File: config.mk
export PLATFORM = sky130hd
export DESIGN_NAME = dualmem_rmw_port
export DESIGN_NICKNAME = d
export VERILOG_FILES = /design/src/rtl/dualmem_pkg.sv /design/src/rtl/dualmem_rmw_port.sv
export SDC_FILE = /design/constraint.sdc
export NUM_CORES = 1
export LEC_CHECK = 0
export BUFFER_PORTS_ARGS = -buffer_cell sky130_fd_sc_hd__buf_2
export CAP_MARGIN = 5
export CELL_PAD_IN_SITES_DETAIL_PLACEMENT = 1
export CELL_PAD_IN_SITES_GLOBAL_PLACEMENT = 2
export CORE_ASPECT_RATIO = 1.75
export CORE_MARGIN = 3
export CORE_UTILIZATION = 31
export CTS_CLUSTER_SIZE = 40
export DETAILED_ROUTE_END_ITERATION = 6
export PLACE_DENSITY_LB_ADDON = 0.25
export SLEW_MARGIN = 20
export SYNTH_ARGS = -nofsm -noshare
export SYNTH_HDL_FRONTEND = slang
export SYNTH_SLANG_ARGS = --single-unit
File: constraint.sdc
create_clock -name clk -period 2.2 [get_ports clk]
set_input_delay 0.44 -clock clk [delete_from_list [all_inputs] [get_ports clk]]
set_output_delay 0.44 -clock clk [all_outputs]
set_load 0.02 [all_outputs]
File: src/rtl/dualmem_pkg.sv
// Shared types and helpers for the lane-granular dual-port RAM request front end.
// Byte masks are folded onto the RAM's 32-bit lane write enables here.
package dualmem_pkg;

    localparam int ADDR_W         = 9;
    localparam int DATA_W         = 64;
    localparam int LANE_W         = 32;
    localparam int BE_W           = DATA_W / 8;
    localparam int LANES          = DATA_W / LANE_W;
    localparam int BYTES_PER_LANE = LANE_W / 8;

    typedef enum logic [2:0] {
        ST_IDLE    = 3'd0,
        ST_ACCESS  = 3'd1,
        ST_CAPTURE = 3'd2,
        ST_WRITE   = 3'd3,
        ST_RESP    = 3'd4
    } state_t;

    typedef enum logic [1:0] {
        KIND_READ = 2'd0,
        KIND_FULL = 2'd1,
        KIND_RMW  = 2'd2,
        KIND_NONE = 2'd3
    } kind_t;

    function automatic logic [DATA_W-1:0] byte_merge(
        input logic [DATA_W-1:0] wdata,
        input logic [DATA_W-1:0] rdata,
        input logic [BE_W-1:0]   be
    );
        logic [DATA_W-1:0] merged;
        for (int i = 0; i < BE_W; i++) begin
            merged[8*i +: 8] = be[i] ? wdata[8*i +: 8] : rdata[8*i +: 8];
        end
        return merged;
    endfunction

    function automatic logic [BE_W-1:0] lane_mask(input logic [BE_W-1:0] be);
        logic [BE_W-1:0] mask;
        for (int l = 0; l < LANES; l++) begin
            mask[l*BYTES_PER_LANE +: BYTES_PER_LANE] =
                {BYTES_PER_LANE{|be[l*BYTES_PER_LANE +: BYTES_PER_LANE]}};
        end
        return mask;
    endfunction

    // A lane that is touched but not fully enabled cannot be written directly.
    function automatic logic lane_partial(input logic [BE_W-1:0] be);
        logic partial;
        partial = 1'b0;
        for (int l = 0; l < LANES; l++) begin
            if ((|be[l*BYTES_PER_LANE +: BYTES_PER_LANE]) &&
                !(&be[l*BYTES_PER_LANE +: BYTES_PER_LANE])) begin
                partial = 1'b1;
            end else begin
                partial = partial;
            end
        end
        return partial;
    endfunction

    function automatic kind_t classify(input logic we, input logic [BE_W-1:0] be);
        kind_t kind;
        if (!we) begin
            kind = KIND_READ;
        end else if (be == {BE_W{1'b0}}) begin
            kind = KIND_NONE;
        end else if (lane_partial(be)) begin
            kind = KIND_RMW;
        end else begin
            kind = KIND_FULL;
        end
        return kind;
    endfunction

endpackage

File: src/rtl/dualmem_rmw_port.sv
// Request front end for one port of the 512x64 block RAM: single-beat byte-masked
// reads/writes, with partial-lane writes expanded into read-modify-write sequences.
module dualmem_rmw_port #(
    parameter int ADDR_W = dualmem_pkg::ADDR_W,
    parameter int DATA_W = dualmem_pkg::DATA_W,
    parameter int CNT_W  = 16
) (
    input  logic              clk,
    input  logic              rstn,
    input  logic              req_valid,
    output logic              req_ready,
    input  logic              req_we,
    input  logic [ADDR_W-1:0] req_addr,
    input  logic [DATA_W-1:0] req_wdata,
    input  logic [7:0]        req_be,
    output logic              rsp_valid,
    input  logic              rsp_ready,
    output logic [DATA_W-1:0] rsp_rdata,
    output logic              mem_en,
    output logic [7:0]        mem_we,
    output logic [ADDR_W-1:0] mem_addr,
    output logic [DATA_W-1:0] mem_din,
    input  logic [DATA_W-1:0] mem_dout,
    output logic [CNT_W-1:0]  rmw_count
);

    import dualmem_pkg::*;

    state_t              state_r;
    kind_t               kind_r;
    logic                req_ready_r;
    logic                rsp_valid_r;
    logic [DATA_W-1:0]   rsp_rdata_r;
    logic                mem_en_r;
    logic [7:0]          mem_we_r;
    logic [ADDR_W-1:0]   mem_addr_r;
    logic [DATA_W-1:0]   mem_din_r;
    logic [DATA_W-1:0]   wdata_r;
    logic [7:0]          be_r;
    logic [CNT_W-1:0]    rmw_count_r;
    kind_t               req_kind_s;

    assign req_kind_s = classify(req_we, req_be);

    assign req_ready = req_ready_r;
    assign rsp_valid = rsp_valid_r;
    assign rsp_rdata = rsp_rdata_r;
    assign mem_en    = mem_en_r;
    assign mem_we    = mem_we_r;
    assign mem_addr  = mem_addr_r;
    assign mem_din   = mem_din_r;
    assign rmw_count = rmw_count_r;

    // Request/response FSM with all RAM-side and handshake outputs registered.
    always_ff @(posedge clk or negedge rstn) begin
        if (!rstn) begin
            state_r     <= ST_IDLE;
            kind_r      <= KIND_READ;
            req_ready_r <= 1'b0;
            rsp_valid_r <= 1'b0;
            rsp_rdata_r <= {DATA_W{1'b0}};
            mem_en_r    <= 1'b0;
            mem_we_r    <= 8'h00;
            mem_addr_r  <= {ADDR_W{1'b0}};
            mem_din_r   <= {DATA_W{1'b0}};
            wdata_r     <= {DATA_W{1'b0}};
            be_r        <= 8'h00;
            rmw_count_r <= {CNT_W{1'b0}};
        end else begin
            case (state_r)
                ST_IDLE: begin
                    mem_en_r <= 1'b0;
                    mem_we_r <= 8'h00;
                    if (req_valid && req_ready_r) begin
                        req_ready_r <= 1'b0;
                        kind_r      <= req_kind_s;
                        mem_addr_r  <= req_addr;
                        wdata_r     <= req_wdata;
                        be_r        <= req_be;
                        rsp_rdata_r <= {DATA_W{1'b0}};
                        case (req_kind_s)
                            KIND_NONE: begin
                                rsp_valid_r <= 1'b1;
                                state_r     <= ST_RESP;
                            end
                            KIND_FULL: begin
                                mem_en_r  <= 1'b1;
                                mem_we_r  <= lane_mask(req_be);
                                mem_din_r <= req_wdata;
                                state_r   <= ST_ACCESS;
                            end
                            default: begin
                                // Reads and RMW both start with a plain RAM read.
                                mem_en_r <= 1'b1;
                                mem_we_r <= 8'h00;
                                state_r  <= ST_ACCESS;
                            end
                        endcase
                    end else begin
                        req_ready_r <= 1'b1;
                    end
                end
                ST_ACCESS: begin
                    mem_en_r <= 1'b0;
                    mem_we_r <= 8'h00;
                    if (kind_r == KIND_FULL) begin
                        rsp_valid_r <= 1'b1;
                        state_r     <= ST_RESP;
                    end else begin
                        state_r <= ST_CAPTURE;
                    end
                end
                ST_CAPTURE: begin
                    if (kind_r == KIND_RMW) begin
                        mem_en_r  <= 1'b1;
                        mem_we_r  <= lane_mask(be_r);
                        mem_din_r <= byte_merge(wdata_r, mem_dout, be_r);
                        state_r   <= ST_WRITE;
                    end else begin
                        rsp_rdata_r <= mem_dout;
                        rsp_valid_r <= 1'b1;
                        state_r     <= ST_RESP;
                    end
                end
                ST_WRITE: begin
                    mem_en_r    <= 1'b0;
                    mem_we_r    <= 8'h00;
                    rsp_valid_r <= 1'b1;
                    state_r     <= ST_RESP;
                    if (rmw_count_r != {CNT_W{1'b1}}) begin
                        rmw_count_r <= rmw_count_r + {{(CNT_W-1){1'b0}}, 1'b1};
                    end else begin
                        rmw_count_r <= rmw_count_r;
                    end
                end
                ST_RESP: begin
                    mem_en_r <= 1'b0;
                    mem_we_r <= 8'h00;
                    if (rsp_ready) begin
                        rsp_valid_r <= 1'b0;
                        req_ready_r <= 1'b1;
                        state_r     <= ST_IDLE;
                    end else begin
                        rsp_valid_r <= 1'b1;
                    end
                end
                default: begin
                    state_r     <= ST_IDLE;
                    req_ready_r <= 1'b0;
                    rsp_valid_r <= 1'b0;
                    mem_en_r    <= 1'b0;
                    mem_we_r    <= 8'h00;
                end
            endcase
        end
    end

endmodule

## After elaboration in Yosys (flattened, before gate mapping)

Index checks and enable logic that the tools add are counted.

- Add/subtract/negate cells: 1
- Equal/unequal tests: 16
- Muxes and demuxes: 45
- Bitwise operators: 1
- Reduce and logical (&&, ||, !) cells: 22

Operators by type and width:

| cell | count |
|---|---|
| two-way mux 64 bit | 5 |
| case mux 64 bit (2 select lines) | 2 |
| two-way mux 8 bit | 11 |
| adder 16 x 1 -> 16 bit, second input constant | 1 |
| inequality test 16 bit, second input constant | 1 |
| case mux 8 bit (2 select lines) | 1 |
| AND reduction 4 bit | 4 |
| OR reduction 4 bit | 4 |
| two-way mux 3 bit | 5 |
| case mux 3 bit (5 select lines) | 1 |
| two-way mux 1 bit | 14 |
| inequality test 2 bit, second input constant | 5 |
| logical NOT 8 bit | 1 |
| AND reduction 2 bit | 4 |
| == test 3 x 2 -> 1 bit, second input constant | 2 |
| two-way mux 2 bit | 3 |
| case mux 1 bit (5 select lines) | 1 |
| == test 2 x 1 -> 1 bit, second input constant | 2 |
| == test 2 bit, second input constant | 2 |
| inequality test 2 x 1 -> 1 bit, second input constant | 2 |
| == test 3 x 1 -> 1 bit, second input constant | 1 |
| == test 3 bit, second input constant | 1 |
| logical AND 1 bit | 3 |
| logical NOT 3 bit | 1 |
| 7 further kinds | 8 |

- Register bits: 241
- Word-level logic and storage cells: 97

## Logic depth before layout (Yosys ltp)

- Depth after elaboration: 14
- Depth in mapped cells: 7
- Depth with buffers taken out: 5

## Worst setup path after synthesis

OpenSTA, ideal clock, no wires.

- Path kind: input port to flip-flop
- From: in req_be[1]
- To: reg mem_din_r[0], in the netlist mem_din[0]
- Setup time: 79 ps
- Data arrival time: 1701 ps
- Slack: 420 ps
- Stages: 6
- Cells stage by stage: nor4_4 o221ai_2 o31ai_2 buf_6 buf_12 mux2i_1

- Longest elaborated chain between the ends: 13
- Elaborated cells on any way between the ends: 15

Ends and longest elaborated chain:

| what | line | RTL |
|---|---|---|
| start: declaration | dualmem_rmw_port.sv:15 | `input logic [7:0] req_be,` |
| AND reduction 4 bit | dualmem_pkg.sv:54 | `!(&be[l*BYTES_PER_LANE +: BYTES_PER_LANE])) begin` |
| logical NOT 1 bit | dualmem_pkg.sv:54 |  |
| logical AND 1 bit | dualmem_pkg.sv:53 | `if ((\|be[l*BYTES_PER_LANE +: BYTES_PER_LANE]) &&` |
| two-way mux 1 bit (2 in series) | dualmem_pkg.sv:53 |  |
| two-way mux 1 bit | dualmem_pkg.sv:67 | `end else if (be == {BE_W{1'b0}}) begin` |
| two-way mux 1 bit | dualmem_pkg.sv:65 | `if (!we) begin` |
| two-way mux 2 bit | dualmem_pkg.sv:69 | `end else if (lane_partial(be)) begin` |
| two-way mux 2 bit * | dualmem_pkg.sv:67 |  |
| two-way mux 2 bit * | dualmem_pkg.sv:65 |  |
| == test 2 x 1 -> 1 bit * | dualmem_rmw_port.sv:81 | `case (req_kind_s)` |
| inequality test 2 x 1 -> 1 bit (no line) * | n/a |  |
| AND reduction 4 bit (no line) * | n/a |  |
| end signal: assignment | dualmem_rmw_port.sv:65 | `mem_din_r <= {DATA_W{1'b0}};` |
| end signal: assignment | dualmem_rmw_port.sv:89 | `mem_din_r <= req_wdata;` |
| end signal: assignment | dualmem_rmw_port.sv:117 | `mem_din_r <= byte_merge(wdata_r, mem_dout, be_r);` |
| end: declaration | dualmem_rmw_port.sv:37 | `logic [DATA_W-1:0] mem_din_r;` |

Mark *: on every way between the ends. The rest lies on a longest branch, timed or not. The select of a mux whose other input is x is not followed.
A chain may end at the register's enable or synchronous reset.

## Worst setup path after layout

- From: reg state_r[0]
- To: reg mem_din_r[6], in the netlist mem_din[6]

- Longest elaborated chain between the ends: 3
- Elaborated cells on any way between the ends: 8

Ends and longest elaborated chain:

| what | line | RTL |
|---|---|---|
| start: declaration | dualmem_rmw_port.sv:29 | `state_t state_r;` |
| start signal: assignment | dualmem_rmw_port.sv:57 | `state_r <= ST_IDLE;` |
| start signal: assignment | dualmem_rmw_port.sv:84 | `state_r <= ST_RESP;` |
| start signal: assignment | dualmem_rmw_port.sv:90 | `state_r <= ST_ACCESS;` |
| == test 3 x 2 -> 1 bit / logical NOT 3 bit (equally long branches) | dualmem_rmw_port.sv:70 | `case (state_r)` |
| inequality test 2 bit (no line) (tied with other cells) | n/a |  |
| AND reduction 4 bit (no line) | n/a |  |

Several ways; a longest one is shown, not always the timed one.

==> impl_metrics.ini <==
[run_status]
status = complete, no violations

[floorplan]
die_w_um = 149
fp.dieH_um = 255
ioPinCount = 314
initial_core_util = 0.317
row_count = 90
die-area_um2 = 37900
core_um2 = 34800

[route]
drt_wl_total_um = 36000
vias = 9199
ant_nets = 0
route.detailed.drc = 0
drt_iter0_markers = 257
vias_per_cell = 4.70
post_drt_wl_per_cell_um = 18.4
drt-pass1-iter-count = 4

[synth]
yosys_register_bits = 235
ys_types = 50
synth_edf_count = 0
ys_seq_area_frac = 0.534
synth_top_area_cell = dfrtp_1
synth_area_leaders = dfrtp_1, mux2i_1, nand2_1
syn-mean-instance-area_um2 = 9.28
synth_cells = 1187
synth-async-reset-ratio = 1.00
ys.warnings.count = 0
synth_area_um2 = 11000
synthFlopType = dfrtp_1
syn_nets = 1338
yosys.area.top_type_share = 0.534

[global_route]
antenna_found_initial = 3
grt_pass1_vias = 9958
grt_start_max_net_pins = 131
grt_first_pass_wirelength_um = 56300
grt.total_usage = 0.187
grt_overflow = 0

[clocking]
cts_num_sinks = 235
htreeDepth = 1
path_clk_slew_ns = 0.07
clock_latency_ns = 0.53
cts_tree = done
clock_path_buffers = 3
cts_resized = 0
numCtsBuffers = 25
postCtsSetupBuffers = 0
cts-root-buf = clkbuf_16
hold_buffers = 1

[final_layout]
nets = 1627
finalNonFillerCells = 1957
fin_area_um2 = 14000
drive_gt1_frac = 0.266
final_cell_mix = buf_2, nand2_1, dfrtp_1
mostFrequentLayoutCell = buf_2
fillers = 4132
postLayoutCoreUtil = 0.402
seq_area_um2 = 5880
area_delta_synth_final_pct = 26.8
multi_input_comb_area_um2 = 4220

[critical_path]
required_ns = 2.64
arrival_ns = 2.47
r2r-end = mem_din[6]
reg2reg_depth = 5
critPathMaxFanout = 34
setup.worst_path.start_class = flip-flop
reg2reg_setup_slack_ns = 0.17
endpoint_kind = flip-flop
timing.rr.start = state_r[0]
criticalPathCategory = flip-flop to flip-flop

[pwr]
p_leak_nw = 7.13
power.internal_mw = 11.6
clkPwrFrac = 0.228
combPwrFrac = 0.389
powerDensity_nw_per_um2 = 1410
p_total_mw = 19.7
seqPwrFrac = 0.383
p_sw_mw = 8.14
ir_worst_vdd_mv = 0.581
switching_share = 0.413

[worst_hold_path]
whs_endpoint = mem_addr[1]
worstHoldPathCells = 3
hp-start = req_addr[1]
hold_path.class = input pin to flip-flop

[placed_design]
place.gp.congestion = 0.750
place_hpwl_um = 25200
port_buffers = 313
dp_slack_ns = 0.0187
placed_area_um2 = 13100
dp.cells = 1908

[timing]
worst_pin_slew_ns = 0.677
fin_setup_tns_ns = 0
setup_slack_ns = 0.167
relSlewSlack = 0.549
setup-violations-final = 0
fin_crit_sh = 0.924
rsz0062_at_grt = no
fin_worst_skew_ns = 0.0108
report.final.slew_viol_count = 0
timing.hold.ws_ns = 0.0965
max_freq_mhz = 492
fin_crit_ns = 2.03
hold_viol = 0

[job]
max_cap_viol_count = 0
==> cells by family after synthesis <==
kind of cell	count (synthesis)	share of synthesized area
adders and majority gates	1	0.00114
DFF	235	0.534
buffers and inverters	211	0.0873
xor gates and xnor gates	14	0.0111
and+or+nand+nor	437	0.170
AOI/OAI and AO/OA	160	0.0793
muxes	129	0.117
==> Yosys cell counts (6+ instances only) <==
| cell | instances |
|---|---|
| nand2_1 | 260 |
| dfrtp_1 | 235 |
| inv_1 | 131 |
| mux2i_1 | 128 |
| o21ai_0 | 71 |
| nand3_1 | 69 |
| nor2_1 | 69 |
| a21oi_1 | 67 |
| clkbuf_1 | 38 |
| buf_2 | 14 |
| xor2_1 | 13 |
| buf_1 | 10 |
| buf_4 | 8 |
| a211oi_1 | 7 |
| nand4_1 | 7 |
| buf_12 | 6 |
| nor3_1 | 6 |
==> worst max-delay path: stages, from the launching register on <==
cell and delay, ns:
dfrtp_1 0.45, nor3_1 0.44, nand2_4 0.12, o31ai_4 0.34
buf_12 0.32, mux2i_1 0.25
==> layer usage <==
| metal | up-vias | global-route usage | wire length [um] |
|---|---|---|---|
| met5 | - | 0 | 0 |
| met4 | 0 | 0.0519 | 742 |
| met3 | 38 | 0.0280 | 1590 |
| met2 | 200 | 0.357 | 20000 |
| met1 | 4548 | 0.211 | 13700 |
| li1 | 4413 | - | - |
==> power by group through the flow <==
stage / combinational, mW / sequential (mW) / clock (mW)
after CTS: 7.89 / 7.59 / 4.63
after detailed placement: 7.87 / 7.64 / 0
after floorplan: 3.83 / 8.56 / 0
after global routing: 8.48 / 7.84 / 4.83
final: 7.67 / 7.54 / 4.48
after global placement: 7.66 / 7.57 / 0
==> sequential cells by signal, indices dropped and copies added (netlist names) <==
register,flops
rmw_count,16
mem_we,2
mem_en,1
mem_din,64
be_r,8
mem_addr,9
wdata_r,64
kind_r,2
rsp_valid,1
state_r,3
rsp_rdata,64
req_ready,1
==> final cells by class <==
| class | instances | area share |
|---|---|---|
| sequential | 235 | 0.421 |
| multi-input combinational | 741 | 0.302 |
| timing repair buffer | 342 | 0.138 |
| clock buffer | 39 | 0.0557 |
| tap | 460 | 0.0412 |
| inverter | 131 | 0.0352 |
| clock inverter | 6 | 0.00618 |
| antenna | 3 | 0.000537 |
==> how the worst max path moves through the flow <==
stage	depth (start not counted)	start	slack [ns]	endpoint
floorplan	6	req_be[1]	0.42	mem_din[0]
global placement	6	req_be[5]	0.11	mem_din[34]
detailed placement	6	req_be[5]	0.02	mem_din[6]
CTS	5	state_r[0]	0.13	mem_din[6]
global route	5	state_r[0]	0.04	mem_din[12]
finish	5	state_r[0]	0.17	mem_din[6]
No activity file was read; power rests on OpenSTA's default activity.
